[src/rtl/reg_access_pkg.sv]
`default_nettype none
// ============================================================================
// Module   : reg_access_pkg
// Purpose  : Shared definitions for the register access sequencer: op codes,
//            status codes, header/trailer field positions and FSM states.
// Revision : 1.0 - initial release
// ============================================================================
package reg_access_pkg;

  // Header/trailer op field
  localparam logic [1:0] C_OP_WRITE = 2'b01;
  localparam logic [1:0] C_OP_READ  = 2'b10;

  // Trailer status codes
  localparam logic [7:0] C_ST_OK      = 8'h00;
  localparam logic [7:0] C_ST_ILLEGAL = 8'h01;
  localparam logic [7:0] C_ST_TIMEOUT = 8'h02;
  localparam logic [7:0] C_ST_BAD_OP  = 8'h03;

  // Header field positions
  localparam int C_OP_MSB   = 31;
  localparam int C_OP_LSB   = 30;
  localparam int C_CNT_MSB  = 29;
  localparam int C_CNT_LSB  = 24;
  localparam int C_REG_MSB  = 23;
  localparam int C_REG_LSB  = 0;

  // Trailer field positions (op and count share the header positions)
  localparam int C_STAT_MSB = 23;
  localparam int C_STAT_LSB = 16;
  localparam int C_DONE_MSB = 15;
  localparam int C_DONE_LSB = 0;

  // Register number counter width
  localparam int C_ADDR_W   = 25;

  typedef enum logic [3:0] {
    ST_IDLE  = 4'd0,
    ST_LOAD  = 4'd1,
    ST_CHECK = 4'd2,
    ST_WDATA = 4'd3,
    ST_WRITE = 4'd4,
    ST_READ  = 4'd5,
    ST_RCAP  = 4'd6,
    ST_RSEND = 4'd7,
    ST_DRAIN = 4'd8,
    ST_TRAIL = 4'd9
  } state_t;

endpackage
`default_nettype wire

[src/rtl/reg_access_sequencer.sv]
`default_nettype none
// ============================================================================
// Module   : reg_access_sequencer
// Purpose  : Command sequencer in front of the 32-register block. Parses
//            command headers, runs single/burst reads and writes with an
//            auto-incremented register number, and returns read data plus a
//            status trailer. Flags illegal registers, bad ops and timeouts.
// Revision : 1.0 - initial release
// ============================================================================
module reg_access_sequencer
  import reg_access_pkg::*;
#(
  parameter int TIMEOUT_CYCLES = 1024
) (
  input  logic        clk,
  input  logic        reset,
  input  logic [31:0] cmd_data,
  input  logic        cmd_valid,
  output logic        cmd_ready,
  output logic [31:0] rsp_data,
  output logic        rsp_valid,
  input  logic        rsp_ready,
  output logic [31:0] reg_rx_data,
  output logic        reg_num_le,
  output logic        reg_wr_en,
  output logic        reg_rd_en,
  input  logic        reg_illegal_num,
  input  logic [31:0] reg_tx_data,
  output logic        busy,
  output logic [15:0] err_count
);

  localparam int C_TMO_W = $clog2(TIMEOUT_CYCLES);

  state_t              r_state;
  state_t              w_state_next;
  logic [1:0]          r_op;
  logic [5:0]          r_cnt_m1;
  logic [6:0]          r_done;
  logic [C_ADDR_W-1:0] r_addr;
  logic [31:0]         r_wbuf;
  logic [31:0]         r_rsp_data;
  logic [7:0]          r_status;
  logic [6:0]          r_drain_left;
  logic [C_TMO_W-1:0]  r_tmo;
  logic                r_out_en;
  logic [15:0]         r_err_count;

  logic                w_hdr_good;
  logic [6:0]          w_count;
  logic [6:0]          w_done_inc;
  logic                w_last;
  logic                w_wait_word;
  logic                w_tmo_hit;
  logic [31:0]         w_trailer;

  assign w_hdr_good  = (cmd_data[C_OP_MSB:C_OP_LSB] == C_OP_WRITE) ||
                       (cmd_data[C_OP_MSB:C_OP_LSB] == C_OP_READ);
  assign w_count     = {1'b0, r_cnt_m1} + 7'd1;
  assign w_done_inc  = r_done + 7'd1;
  assign w_last      = (w_done_inc == w_count);
  // Timeout only advances while waiting on a write/drain word that is absent
  assign w_wait_word = ((r_state == ST_WDATA) || (r_state == ST_DRAIN)) && !cmd_valid;
  assign w_tmo_hit   = (r_tmo == C_TMO_W'(TIMEOUT_CYCLES - 1));
  assign w_trailer   = {r_op, r_cnt_m1, r_status, 9'd0, r_done};

  assign busy      = (r_state != ST_IDLE);
  assign err_count = r_err_count;

  // State register
  always_ff @(posedge clk) begin
    if (reset) r_state <= ST_IDLE;
    else       r_state <= w_state_next;
  end

  // Next-state decode and strobe/handshake outputs
  always_comb begin
    w_state_next = r_state;
    cmd_ready    = 1'b0;
    rsp_valid    = 1'b0;
    rsp_data     = 32'd0;
    reg_num_le   = 1'b0;
    reg_wr_en    = 1'b0;
    reg_rd_en    = 1'b0;
    reg_rx_data  = 32'd0;
    case (r_state)
      ST_IDLE: begin
        // r_out_en keeps cmd_ready low in the first cycle after reset
        cmd_ready = r_out_en;
        if (cmd_valid && r_out_en) w_state_next = w_hdr_good ? ST_LOAD : ST_TRAIL;
      end
      ST_LOAD: begin
        reg_num_le   = 1'b1;
        reg_rx_data  = {{(32 - C_ADDR_W){1'b0}}, r_addr};
        w_state_next = ST_CHECK;
      end
      ST_CHECK: begin
        if (reg_illegal_num) w_state_next = (r_op == C_OP_WRITE) ? ST_DRAIN : ST_TRAIL;
        else                 w_state_next = (r_op == C_OP_WRITE) ? ST_WDATA : ST_READ;
      end
      ST_WDATA: begin
        cmd_ready = 1'b1;
        if (cmd_valid)      w_state_next = ST_WRITE;
        else if (w_tmo_hit) w_state_next = ST_TRAIL;
      end
      ST_WRITE: begin
        reg_wr_en    = 1'b1;
        reg_rx_data  = r_wbuf;
        w_state_next = w_last ? ST_TRAIL : ST_LOAD;
      end
      ST_READ: begin
        reg_rd_en    = 1'b1;
        w_state_next = ST_RCAP;
      end
      ST_RCAP: begin
        w_state_next = ST_RSEND;
      end
      ST_RSEND: begin
        rsp_valid = 1'b1;
        rsp_data  = r_rsp_data;
        if (rsp_ready) w_state_next = w_last ? ST_TRAIL : ST_LOAD;
      end
      ST_DRAIN: begin
        cmd_ready = 1'b1;
        if (cmd_valid) begin
          if (r_drain_left == 7'd1) w_state_next = ST_TRAIL;
        end else if (w_tmo_hit) begin
          w_state_next = ST_TRAIL;
        end
      end
      ST_TRAIL: begin
        rsp_valid = 1'b1;
        rsp_data  = w_trailer;
        if (rsp_ready) w_state_next = ST_IDLE;
      end
      default: w_state_next = ST_IDLE;
    endcase
  end

  // Transaction datapath: header fields, counters, write buffer, read capture
  always_ff @(posedge clk) begin
    if (reset) begin
      r_op         <= 2'd0;
      r_cnt_m1     <= 6'd0;
      r_done       <= 7'd0;
      r_addr       <= '0;
      r_wbuf       <= 32'd0;
      r_rsp_data   <= 32'd0;
      r_status     <= C_ST_OK;
      r_drain_left <= 7'd0;
      r_tmo        <= '0;
      r_out_en     <= 1'b0;
      r_err_count  <= 16'd0;
    end else begin
      r_out_en <= 1'b1;
      if (w_wait_word) r_tmo <= r_tmo + 1'b1;
      else             r_tmo <= '0;
      case (r_state)
        ST_IDLE: begin
          if (cmd_valid && r_out_en) begin
            r_op     <= cmd_data[C_OP_MSB:C_OP_LSB];
            r_cnt_m1 <= cmd_data[C_CNT_MSB:C_CNT_LSB];
            r_addr   <= {1'b0, cmd_data[C_REG_MSB:C_REG_LSB]};
            r_done   <= 7'd0;
            r_status <= w_hdr_good ? C_ST_OK : C_ST_BAD_OP;
          end
        end
        ST_CHECK: begin
          if (reg_illegal_num) begin
            r_status     <= C_ST_ILLEGAL;
            r_drain_left <= w_count - r_done;
          end
        end
        ST_WDATA: begin
          if (cmd_valid)      r_wbuf   <= cmd_data;
          else if (w_tmo_hit) r_status <= C_ST_TIMEOUT;
        end
        ST_WRITE: begin
          r_done <= w_done_inc;
          r_addr <= r_addr + 1'b1;
        end
        ST_RCAP: begin
          r_rsp_data <= reg_tx_data;
        end
        ST_RSEND: begin
          if (rsp_ready) begin
            r_done <= w_done_inc;
            r_addr <= r_addr + 1'b1;
          end
        end
        ST_DRAIN: begin
          if (cmd_valid)      r_drain_left <= r_drain_left - 7'd1;
          else if (w_tmo_hit) r_status     <= C_ST_TIMEOUT;
        end
        ST_TRAIL: begin
          if (rsp_ready && (r_status != C_ST_OK) && (r_err_count != 16'hFFFF))
            r_err_count <= r_err_count + 16'd1;
        end
        default: ;
      endcase
    end
  end

endmodule
`default_nettype wire

[config.mk]
export PLATFORM = sky130hd
export DESIGN_NAME = reg_access_sequencer
export DESIGN_NICKNAME = d
export VERILOG_FILES = /design/src/rtl/reg_access_pkg.sv /design/src/rtl/reg_access_sequencer.sv
export SDC_FILE = /design/constraint.sdc
export NUM_CORES = 1
export LEC_CHECK = 0
export ABC_AREA = 1
export CAP_MARGIN = 10
export CORE_ASPECT_RATIO = 1.5
export CORE_MARGIN = 5
export CORE_UTILIZATION = 40
export DETAILED_ROUTE_END_ITERATION = 7
export PLACE_DENSITY = 0.63
export SYNTH_ARGS = -nofsm -noshare
export SYNTH_HDL_FRONTEND = slang
export SYNTH_SLANG_ARGS = --single-unit
[constraint.sdc]
create_clock -name clk -period 2.65 [get_ports clk]
set_clock_uncertainty 0.2 [all_clocks]
set_input_delay 0.265 -clock clk [delete_from_list [all_inputs] [get_ports clk]]
set_output_delay 0.265 -clock clk [all_outputs]
set_load 0.005 [all_outputs]
==> reports/results.ini <==
[die]
die-area_um2=22060
num_io_pins=155
start_util=0.4028
rows=62
coreArea_um2=19010
die_w_um=123.0
die_h_um=179.4

[clocking]
clkTransAtPathRegs_ns=0.06
cts.path.max_buffers=2
cts_root_buf=clkbuf_16
cts_htree_levels=4
cts_tree=yes
clk_latency_ns=0.43
cts_sinks=144
cts_hold_buffers=0
cts_made_buffers=17

[drt]
routed_wl_mm=24.63
route.detailed.drc=0
drt-initial-drc-count=452
wire_per_inst_um=15.75
dr_wl_met3_mm=1.016
wl_met1_mm=9.704
dr.pass1.iters=5
dr_wl_met2_mm=13.16
vias_per_cell=5.132
antenna_left=0
top_layer=met5
vias=8026

[synthesis]
syn_area_um2=7655
async_reset_ff_frac=0
syn_nets=1227
synth_most_common_cell=nand2_1
synth_top_cell_area_share=0.3766
yosys_warnings=0
synth_edf_count=0
ys_ff_latch=144
synth.distinct_cells=44
synth_ff_type=dfxtp_1
synthTopCellsByCount=nand2_1, inv_1, dfxtp_1
ys_top_cells_by_area=dfxtp_1, nand2_1, o21ai_0, inv_1, a21oi_1
syn_inst=1144
yosysSeqAreaShare=0.3766
avgSynthCellArea_um2=6.691
synth_area_leader_cell=dfxtp_1

[global_routing]
grt_pass1_wl_mm=38.99
grt_use_total=0.2217
grt_max_degree=66
grt_pass1_vias=7798
grt_overflow=0
antenna_found_initial=1

[placed_design]
place.detailed.hpwl_mm=17.94
dp_slack_ns=0.2760
gp_congestion=0.8825
io_buffers=154

[setup_path]
cp.required_ns=2.18
critical_path_class=register to output port
crit_path_end_kind=output port
crit_slowest_cell=clkdlybuf4s50_1
path_cells=inv_2, nand2_1, nor2_4, buf_6, nand2_1, o21ai_1, clkdlybuf4s50_1
crit_top_cell=nand2_1
max_stage_delay_ns=0.53
r2r_slack_ns=0.36
worstPathArrival_ns=2.11
startpoint_type=register
critPathMaxFanout=8

[final_layout]
syn_to_final_growth_pct=32.95
post_route_cells_drive_above_1_share=0.07416
multiInputGateArea_um2=3991
antenna_cells=0
fillCellCount=1922
regArea_um2=2885
nets=1378

[run_status]
status=complete, no violations

[timing]
layout_setup_ws_ns=0.07505
final.period_utilization=0.9717
setup_viol=0
report.final.slew_viol_count=0
final_hold_viol_count=0
finalCriticalPeriod_ns=2.575
rsz0062_at_grt=no
max_freq_mhz=388.4
slew_headroom=0.6291
finalSetupTns_ns=0
max_slew.worst_pin.slew_ns=0.5555

[pwr]
internal-power_uw=4419
switching_share=0.3309
p_leak_uw=0.003943
p_per_area_nw_per_um2=649.0
seq_power_share=0.378
switching_power_uw=2185
ir_worst_vdd_v=0.0003721
combPwrFrac=0.262
p_clk_frac=0.361

[hold_path]
hp-class=register to register

[run]
max_cap_viol_count=0

-- area by class of cell --
cell class                 instances  area share
clock buffer                      20     0.04389
clock inverter                    12     0.01340
inverter                         164     0.06086
multi-input combinational        788      0.3922
sequential                       144      0.2835
tap                              256     0.03147
timing repair buffer             179      0.1740
timing repair inverter             1   0.0007376
-- what timing repair did --
action	CTS	global route
gates resized for setup	19	23
buffers inserted	6	2
pin swaps	1	1
gates cloned	1	1
endpoints found under the setup margin	24	27
-- state kept, by name (all words and copies together), names as in the netlist --
register,flops
r_done,7
r_drain_left,7
r_cnt_m1,6
err_count,16
r_out_en,1
r_status,2
r_addr,25
r_tmo,10
r_op,2
r_wbuf,32
r_state,4
r_rsp_data,32
-- cell families after synthesis --
kind of cell	count (synthesis)	synth area share
compound gates	305	0.2154
xor+xnor	21	0.02403
fa+ha+maj	14	0.02386
buf+inv	212	0.1079
flops	144	0.3766
simple gates	448	0.2522
-- layout by cell type, fill, tap and decap left out, types with 6 or more instances in the layout --
cell type	n
nand2_1	219
inv_1	153
dfxtp_1	142
clkdlybuf4s50_1	133
o21ai_0	126
a21oi_1	116
nor2_1	111
nand3_1	44
o22ai_1	21
nor3_1	20
buf_4	20
clkbuf_16	17
xor2_1	15
nand4_1	14
ha_1	13
dlygate4sd2_1	11
a31oi_1	10
dlymetal6s2s_1	10
inv_2	9
o21ai_1	9
a22oi_1	9
clkinvlp_4	8
xnor2_1	6
-- power groups by stage --
stage	registers (uW)	logic, uW	clock network (uW)
after floorplan	2490	1090	0
after global placement	2520	1610	0
after detailed placement	2530	1620	0
after CTS	2480	1700	2430
after global routing	2510	1900	2520
final	2490	1730	2380
-- critical path: cells and delay by family, from the launching register on --
| kind | cells | cell delay [ns] |
|---|---|---|
| AOI/OAI and AO/OA | 1 | 0.13 |
| buffers and inverters | 3 | 0.79 |
| DFF | 1 | 0.34 |
| and+or+nand+nor | 3 | 0.41 |
-- path summary, 6_finish.rpt --
path / start / to / cells after the start
worst max-delay path: r_state[3] / rsp_data[31] / 7
worst min-delay path: r_rsp_data[21] / r_rsp_data[21] / 2
worst max register to register: r_cnt_m1[0] / r_drain_left[5] / 14
worst min register to register: r_rsp_data[21] / r_rsp_data[21] / 2
-- routing by layer --
metal  global-route usage  vias to the layer above
li1                     -                     4051
met4              0.08834                        2
met1               0.2421                     3716
met3              0.04025                       50
met5                    0                        -
met2               0.4114                      207
-- stage by stage --
stage / util / total power [uW] / hold slack (ns) / instance area (um^2) / instances
floorplan: - / 3576 / 0.2245 / 7655 / 1144
global placement: 0.4974 / 4134 / 0.2408 / 9454 / 1522
detailed placement: 0.4974 / 4147 / 0.2433 / 9454 / 1522
CTS: 0.5311 / 6610 / 0.2530 / 10090 / 1561
global route: 0.5355 / 6931 / 0.2731 / 10180 / 1564
finish: 0.5355 / 6605 / 0.2520 / 10180 / 1564
(Power assumes the default switching activity.)
